===== config.mk =====
export PLATFORM = sky130hd
export DESIGN_NAME = npu_host_seq
export DESIGN_NICKNAME = d
export VERILOG_FILES = /design/src/rtl/npu_host_seq.sv
export SDC_FILE = /design/constraint.sdc
export NUM_CORES = 1
export LEC_CHECK = 0
export CAP_MARGIN = 25
export CORE_ASPECT_RATIO = 0.7
export CORE_UTILIZATION = 45
export DETAILED_ROUTE_END_ITERATION = 16
export GPL_TIMING_DRIVEN = 0
export PLACE_DENSITY = 0.86
export SKIP_CTS_REPAIR_TIMING = 1
export SLEW_MARGIN = 20
export SYNTH_ARGS = -nofsm -noshare
export SYNTH_HDL_FRONTEND = slang
export SYNTH_SLANG_ARGS = --single-unit

===== constraint.sdc =====
create_clock -name CLK -period 2.8 [get_ports CLK]
set_clock_uncertainty 0.2 [all_clocks]
set_input_delay 0.56 -clock CLK [delete_from_list [all_inputs] [get_ports CLK]]
set_output_delay 0.56 -clock CLK [all_outputs]
set_load 0.05 [all_outputs]

===== src/rtl/npu_host_seq.sv =====
// npu_host_seq: host-side sequencer driving the NPU register bus.
// Executes WRITE / READ / WAIT / WRITE_WAIT commands, one response each.
module npu_host_seq #(
    parameter logic [15:0] TIMEOUT_CYC = 16'hFFFF
) (
    input  logic        CLK,
    input  logic        RESET_X,
    input  logic        CMD_VALID,
    output logic        CMD_READY,
    input  logic [1:0]  CMD_TYPE,
    input  logic [7:0]  CMD_ADR,
    input  logic [31:0] CMD_DATA,
    output logic [7:0]  ADR,
    output logic        WR,
    output logic        RD,
    output logic [31:0] WDATA,
    input  logic [31:0] RDATA,
    input  logic        INT,
    output logic        RSP_VALID,
    input  logic        RSP_READY,
    output logic [31:0] RSP_DATA,
    output logic        RSP_ERR,
    output logic        BUSY
);

    typedef enum logic [2:0] {
        S_IDLE,
        S_WRITE,
        S_READ,
        S_RCAP,
        S_WAIT,
        S_RESP
    } state_t;

    localparam logic [1:0] T_READ       = 2'd1;
    localparam logic [1:0] T_WAIT       = 2'd2;
    localparam logic [1:0] T_WRITE_WAIT = 2'd3;

    state_t      state_q;
    logic [1:0]  type_q;
    logic [7:0]  adr_q;
    logic [31:0] data_q;
    logic [15:0] cnt_q;
    logic [31:0] rsp_data_q;
    logic        rsp_err_q;

    always_ff @(posedge CLK) begin
        if (!RESET_X) begin
            state_q    <= S_IDLE;
            type_q     <= '0;
            adr_q      <= '0;
            data_q     <= '0;
            cnt_q      <= '0;
            rsp_data_q <= '0;
            rsp_err_q  <= 1'b0;
        end else begin
            unique case (state_q)
                S_IDLE: begin
                    if (CMD_VALID) begin
                        type_q <= CMD_TYPE;
                        adr_q  <= CMD_ADR;
                        data_q <= CMD_DATA;
                        cnt_q  <= '0;
                        case (CMD_TYPE)
                            T_READ:  state_q <= S_READ;
                            T_WAIT:  state_q <= S_WAIT;
                            default: state_q <= S_WRITE;
                        endcase
                    end
                end
                S_WRITE: begin
                    if (type_q == T_WRITE_WAIT) begin
                        cnt_q   <= '0;
                        state_q <= S_WAIT;
                    end else begin
                        rsp_data_q <= '0;
                        rsp_err_q  <= 1'b0;
                        state_q    <= S_RESP;
                    end
                end
                S_READ: begin
                    state_q <= S_RCAP;
                end
                S_RCAP: begin
                    rsp_data_q <= RDATA;
                    rsp_err_q  <= 1'b0;
                    state_q    <= S_RESP;
                end
                S_WAIT: begin
                    // INT wins over a coincident timeout
                    if (INT) begin
                        rsp_data_q <= {16'h0, cnt_q};
                        rsp_err_q  <= 1'b0;
                        state_q    <= S_RESP;
                    end else if (cnt_q == TIMEOUT_CYC - 16'd1) begin
                        rsp_data_q <= {16'h0, TIMEOUT_CYC};
                        rsp_err_q  <= 1'b1;
                        state_q    <= S_RESP;
                    end else begin
                        cnt_q <= cnt_q + 16'd1;
                    end
                end
                S_RESP: begin
                    if (RSP_READY) begin
                        state_q <= S_IDLE;
                    end
                end
                default: begin
                    state_q <= S_IDLE;
                end
            endcase
        end
    end

    assign CMD_READY = (state_q == S_IDLE);
    assign BUSY      = (state_q != S_IDLE);
    assign RSP_VALID = (state_q == S_RESP);
    assign WR        = (state_q == S_WRITE);
    assign RD        = (state_q == S_READ);
    assign ADR       = (WR || RD) ? adr_q : 8'h00;
    assign WDATA     = WR ? data_q : 32'h0;
    assign RSP_DATA  = rsp_data_q;
    assign RSP_ERR   = rsp_err_q;

endmodule


==> key figures, run 1 <==
Logic synthesis
  • Post-synthesis xor/xnor area fraction: 0
  • Number of flops mapped to enable cells by yosys: 0
  • Syn. warnings: 0
  • Mapped Nets: ~620
  • Compound-Gate Fraction of Synth Area: 0.2340
  • Synth Flop Type: dfxtp_1
  • Post-Syn Area: 0.004486 sq mm
  • Post-Synth Simple-Gate Area: 0.2862
  • Largest family of logic cells by synthesized area: simple AND/OR/NAND/NOR gates
  • Post-synthesis adder-cell area fraction: 0.01116
  • Seq/Total Area, Yosys: 0.4195
  • Avg Cell Area, Syn: 8.322 sq um
  • FF+latch count, synth: 94
  • Synth cell types: 52
  • Cells after synthesis: around 540
  • Multiplexer share of the synthesized area: 0
  • Async set or reset register ratio after synthesis: 0

Timing
  • Worst-Margin Slew: ~700 ps
  • Setup TNS: 0 ps
  • Relative slew slack: 0.5287
  • Final worst path period share: 0.9726
  • Final hold vios: 0
  • Tmin final: 2723 ps
  • Slew Limit Fails: 0
  • Fmax: roughly 370 MHz
  • Final setup violation count: 0
  • RSZ-0062 raised after global routing: yes

Clock network
  • CTS buffer count: 9
  • Deepest clock path buffer count: 2
  • TritonCTS Sinks: 94
  • CTS tree: yes
  • Reg clk slew, reported paths: 70 ps
  • H-tree Lvls: 3
  • Clock root cell: clkbuf_16
  • Clk_lat worst skew: roughly 340 ps

Detailed routing
  • DR WL/cell: roughly 16 um
  • WL final: about 13,000 um
  • First drt pass iteration count: 11
  • Number of remaining DRC errors: 0
  • Routed Antenna Nets: 0
  • DRT iter0 DRCs: between 400 and 500
  • Drt via density: around 5.6
  • Vias: between 4,000 and 5,000

Global routing
  • Vias in the first global route: between 4,000 and 5,000
  • Total gr overflow: 0
  • Global-route wire length before repair: 21,650 um
  • Overall Global Routing Usage: 0.2645
  • Largest net degree at the start of global routing: 17
  • Initial antenna violation count: 0

Setup path
  • CP arrival: 1960 ps
  • Worst reg-to-reg setup slack: between 300 and 400 ps
  • Crit-path max FO: 10
  • Worst r2r src: cnt_q[1]
  • Reg-to-Reg End: RSP_DATA[22]
  • Startpoint class of the critical path: flop
  • WS Path Type: flop to primary output
  • CP Data Required Time: 2040 ps
  • CP endpoint kind: primary output
  • Worst r2r path cells: 6

Finish
  • Fraction of layout cells with a size suffix above 1: 0.1000
  • Diode count: 0
  • Syn-to-layout area delta: 42.32%
  • Nets: just under 800
  • Filler cells: approximately 790
  • Cell area after layout: 0.006384 sq mm

Min path
  • Worst hold path depth: 2
  • Hold Crit Start: data_q[31]
  • Hold path endpoint: data_q[31]
  • Hold Path Class: flop to flop

Power and ir drop
  • Worst vdd ir: 0.3416 mV
  • Lkg Pwr: ~2.8 nW
  • Tot Pwr: roughly 3.9 mW
  • Pwr/cell area: about 610 mW/mm^2

Floorplanning
  • Die Wd: between 100 and 150 um
  • FP Rows: 30
  • Die area: about 0.010 sq mm
  • Placeable Area: between 0.009 and 0.01 sq mm
  • IO Pins: between 150 and 200
  • Starting Density: 0.4632
  • Die height: ~86 um

Placed design
  • Placement-stage cell area: 0.006202 sq mm
  • Gp weighted congestion: ~0.90
  • IO buf count: 155
  • HPWL after DPL: slightly above 10,000 um

Run
  • Max Cap Viol: 0

Status
  • Status: complete, no violations
sequential cells by signal, summed over array words and instances, names as in the netlist:
name	cells
data_q	32
adr_q	8
cnt_q	16
RSP_DATA	32
type_q	2
state_q	3
RSP_ERR	1
stage by stage:
step | utilization | cells | setup WS (ps) | hold slack (ps)
floorplan | - | 539 | -36.54 | 238.8
global placement | 0.6404 | 822 | -315.3 | 245.7
detailed placement | 0.6404 | 822 | -385.5 | 254.5
CTS | 0.6699 | 838 | -772.2 | 264.2
global route | 0.6592 | 838 | -29.16 | 275.6
finish | 0.6592 | 838 | 76.68 | 261.3
cells by family (layout without fill, tap and decap cells):
family | count (synthesis) | in the layout
flip-flops | 94 | 94
AND/OR/NAND/NOR | 254 | 254
buffers and inverters | 53 | 224
AO/OA/AOI/OAI | 134 | 134
adder cells (fa/ha/maj) | 4 | 4
how the worst max path moves through the flow:
stage               start     end  cells after the start
4_1_cts        state_q[0]  ADR[6]                      6
2_1_floorplan  state_q[1]  ADR[0]                      4
3_5_place_dp   state_q[0]  ADR[3]                      6
5_1_grt        state_q[1]  ADR[1]                      5
3_3_place_gp   state_q[0]  ADR[3]                      6
6_report       state_q[0]  ADR[1]                      6
synthesized netlist by cell type (2+ instances only):
master | count | area share
a21oi_1 | 3 | 0.0033
a211o_1 | 5 | 0.0098
a21boi_0 | 42 | 0.070
nand2b_1 | 2 | 0.0028
ha_1 | 4 | 0.011
and2_1 | 36 | 0.050
o21a_1 | 2 | 0.0033
buf_1 | 2 | 0.0017
nor2_1 | 11 | 0.0092
and4_2 | 2 | 0.0045
a31oi_1 | 10 | 0.014
nor3_1 | 11 | 0.012
o311ai_0 | 3 | 0.0059
o211ai_1 | 6 | 0.010
inv_1 | 6 | 0.0050
and4_1 | 2 | 0.0039
o211a_1 | 16 | 0.036
or4_1 | 4 | 0.0067
nand3_1 | 37 | 0.041
nand4_1 | 2 | 0.0028
a21o_1 | 2 | 0.0033
nor2b_1 | 10 | 0.014
dfxtp_1 | 94 | 0.42
buf_2 | 5 | 0.0056
clkbuf_1 | 38 | 0.032
o21ai_0 | 19 | 0.021
nor4_1 | 3 | 0.0042
a32o_1 | 16 | 0.036
a211oi_1 | 2 | 0.0033
and3b_1 | 5 | 0.0098
nand2_1 | 116 | 0.097
buf_6 | 2 | 0.0050
or3_2 | 2 | 0.0033
cells in the final DEF (no fill, tap or decap), types with 6 or more instances in the layout:
cell type        Yosys  routed
buf_2                5       6
dlymetal6s2s_1       0      12
o21ai_0             19      19
a32o_1              16      16
nor2_1              11       9
and2_1              36      36
nand2_1            116     116
nor2b_1             10      10
a21boi_0            42      42
o211a_1             16      16
clkbuf_16            0       9
o211ai_1             6       6
clkbuf_2             0      35
inv_1                6       6
nor3_1              11      10
a31oi_1             10      10
clkdlybuf4s50_1      0     112
clkbuf_1            38      34
dfxtp_1             94      94
nand3_1             37      37
final cells by class:
type                    instances  area (sq um)  area share
multi-input cells             392          2404      0.3765
flip-flops and latches         94          1882      0.2948
repair buffers                155          1426      0.2234
clock buffers                  11         242.7     0.03802
plain buffers                  47         203.9     0.03195
well taps                     128         160.2     0.02509
clock inverters                 5         42.54    0.006664
inverters                       6         22.52    0.003528
critical path, cell delays in order, from the launching register on:
cell	delay, ps
dfxtp_1	460
buf_2	270
nor2_1	80
and2_1	190
nor2_4	200
nor2b_1	70
dlymetal6s2s_1	330
power by group:
| part | internal, mW | switching, mW | total (mW) |
|---|---|---|---|
| logic | 0.439 | 0.768 | 1.21 |
| clock network | 0.634 | 0.529 | 1.16 |
| registers | 1.47 | 0.0802 | 1.55 |
| total | 2.54 | 1.38 | 3.92 |
per-layer routing:
metal | wire [um] | vias to the layer above | global-route usage
met5 | 0 | - | 0
met4 | 253 | 0 | 0.09989
met3 | 943 | 26 | 0.06184
met2 | 6202 | 193 | 0.4127
met1 | 6067 | 2229 | 0.3558
li1 | - | 2236 | -
Note: power is estimated with default switching activity, not from simulation.
==> run 2: changes to the inputs <==
ABC_AREA = 1   (was not set)
CORE_UTILIZATION = 46   (was 45)
PLACE_DENSITY = 0.87   (was 0.86)
==> key figures, run 2 <==
Floorplanning
  • Placeable Area: 0.009759 sq mm (+0.78%)
  • IO Pins: 157 (unchanged)
  • FP Rows: 30 (unchanged)
  • Starting Density: 0.4767 (+0.01349)
  • Die height: 86.14 um (+0.71%)
  • Die Wd: 122.2 um (+0.71%)
  • Die area: 0.01053 sq mm (+1.4%)

Setup path
  • Crit path largest cell delay: 820 ps (+360 ps)
  • CP arrival: 1930 ps (-30 ps)
  • Worst-path cell chain: nor2_2 > nand2_1 > inv_2 > clkdlybuf4s50_1
  • Slowest-stage cell, CP: clkdlybuf4s50_1
  • Delay-heaviest family, CP: buffers and inverters
  • CP endpoint kind: primary output
  • CP Data Required Time: 2040 ps (about the same)
  • WS Path Type: flop to primary output
  • Buf+Inv Stages, Crit Path: 2 (unchanged)
  • Startpoint class of the critical path: flop
  • Crit-path max FO: 6 (-4)

Power and ir drop
  • Seq pwr share: 0.302 (-0.093)
  • Tot Pwr: 5.887 mW (+50%)
  • Int Pwr: 3.249 mW (+28%)
  • Clock power share: 0.197 (-0.100)
  • Worst vdd ir: 0.4303 mV (+26%)
  • Switching power: 2.638 mW (+92%)
  • Net Sw Frac: 0.4482 (+0.09657)
  • Pwr/cell area: 910.1 mW/mm^2 (+48%)
  • Lkg Pwr: 2.835 nW (+2.3%)
  • Power share of the combinational group: 0.500 (+0.192)

Timing
  • Relative slew slack: 0.6360 (+0.1073)
  • Final worst path period share: 0.9616 (-0.01097)
  • Fmax: 371.4 MHz (+1.1%)
  • RSZ-0062 raised after global routing: yes
  • Slew Limit Fails: 0 (unchanged)
  • Setup TNS: 0 ps (unchanged)
  • Final hold vios: 0 (unchanged)
  • Worst-Margin Slew: 544.3 ps (-157.2 ps)
  • Tmin final: 2693 ps (-30.72 ps)
  • Final setup violation count: 0 (unchanged)

Logic synthesis
  • Mapped Nets: 778 (+25%)
  • Post-Syn Area: 0.004652 sq mm (+3.7%)
  • Avg Cell Area, Syn: 6.693 sq um (-20%)
  • Async set or reset register ratio after synthesis: 0 (unchanged)
  • Synth Flop Type: dfxtp_1
  • Top-count cell post-synth: nand2_1
  • Number of flops mapped to enable cells by yosys: 0 (unchanged)
  • Syn. warnings: 0 (unchanged)
  • FF+latch count, synth: 94 (unchanged)
  • Top cells by area, synth: dfxtp_1 (40%), nand2_1 (12%), nor2_1 (8.2%)
  • Leading area contributor after synthesis: dfxtp_1
  • Cells after synthesis: 695 (+29%)
  • Seq/Total Area, Yosys: 0.4045 (-0.01501)
  • Most common library cells after synthesis: nand2_1 (151), nor2_1 (102), dfxtp_1 (94)
  • Post-synth top area share: 0.4045 (-0.01501)
  • Synth cell types: 32 (-38%)

Detailed routing
  • DR WL/cell: 13.01 um (-19%)
  • Drt via density: 4.953 (-11%)
  • Number of remaining DRC errors: 0 (unchanged)
  • Vias: 4,923 (+5.1%)
  • First drt pass iteration count: 5 (-6)
  • Routed Antenna Nets: 0 (unchanged)
  • WL final: 12,930 um (-4.0%)
  • DRT iter0 DRCs: 389 (-4.0%)

Placed design
  • HPWL after DPL: 9636 um (-4.3%)
  • Gp weighted congestion: 0.8866 (-2.0%)
  • IO buf count: 155 (unchanged)
  • Placement-stage cell area: 0.006364 sq mm (+2.6%)

Status
  • Status: complete, no violations

Clock network
  • Reg clk slew, reported paths: 70 ps (about the same)
  • H-tree Lvls: 3 (unchanged)
  • CTS buffer count: 9 (unchanged)
  • CTS tree: yes
  • TritonCTS Sinks: 94 (unchanged)
  • Clock root cell: clkbuf_16
  • Deepest clock path buffer count: 2 (unchanged)
  • Clk_lat worst skew: 340 ps (about the same)

Finish
  • Area occupied by multi-input gates: 0.002213 sq mm (-7.9%)
  • Nets: 944 (+20%)
  • Most common cell after layout, fill and taps aside: nand2_1
  • Register area: 0.001882 sq mm (unchanged)
  • Fraction of layout cells with a size suffix above 1: 0.1143 (+0.01432)
  • Most frequent cells in the layout: nand2_1 (151), clkdlybuf4s50_1 (114), nor2_1 (102)
  • Diode count: 0 (unchanged)
  • Filler cells: 849 (+8.2%)
  • Final core occ: 0.6628 (+0.003648)
  • Syn-to-layout area delta: 39.05%
  • Cell area after layout: 0.006469 sq mm (+1.3%)

Global routing
  • Vias in the first global route: 4,421 (+0.89%)
  • Largest net degree at the start of global routing: 17 (unchanged)
  • Overall Global Routing Usage: 0.2480 (-0.01650)
  • Global-route wire length before repair: 20,760 um (-4.1%)
  • Initial antenna violation count: 0 (unchanged)
  • Total gr overflow: 0 (unchanged)

Min path
  • Hold Path Class: flop to flop

Run
  • Max Cap Viol: 0 (unchanged)
run 2: power groups by stage:
stage	clock network [mW]	logic, mW	registers [mW]
final	1.16	2.94	1.78
after detailed placement	0	2.99	1.81
after global routing	1.25	3.23	1.82
after CTS	1.18	3.01	1.78
after global placement	0	2.93	1.79
after floorplan	0	1.93	2.01
run 2: per-stage QoR:
stage | hold slack, ps | instances | setup WS (ps)
2_1_floorplan | 230.0 | 695 | 458.6
3_3_place_gp | 239.7 | 978 | -26.45
3_5_place_dp | 242.9 | 978 | -56.47
4_1_cts | 252.8 | 994 | -451.7
5_1_grt | 269.1 | 994 | -25.35
6_report | 252.9 | 994 | 107.4
run 2: final timing paths:
check                  start    endpoint  slack, ps  cells after the start
setup reg to reg   cnt_q[10]  state_q[2]        850                     10
hold / removal    data_q[25]  data_q[25]        250                      2
setup / recovery  state_q[2]   CMD_READY        110                      4
hold reg to reg   data_q[25]  data_q[25]        250                      2
run 2: logic make-up after synthesis:
logic type                 share of synthesized area
and+or+nand+nor                               0.3093
AOI/OAI and AO/OA                             0.1557
buffers and inverters                         0.1197
DFF                                           0.4045
adders and majority gates                    0.01076
run 2: layout make-up:
| class | instances | share of cell area |
|---|---|---|
| flip-flops and latches | 94 | 0.2909 |
| plain buffers | 39 | 0.03230 |
| clock inverters | 5 | 0.006576 |
| multi-input cells | 470 | 0.3422 |
| clock buffers | 11 | 0.03752 |
| well taps | 128 | 0.02476 |
| repair buffers | 155 | 0.2116 |
| inverters | 92 | 0.05416 |
run 2: worst min-delay path, stage by stage (launching register included):
cell	delay [ps]
dfxtp_1	300
inv_1	60
a21oi_1	50
run 2: layer usage:
layer / global-route usage / wire length [um]
met2: 0.3760 / 5632
met1: 0.3482 / 6083
met3: 0.06250 / 1020
met5: 0 / 0
met4: 0.06652 / 194
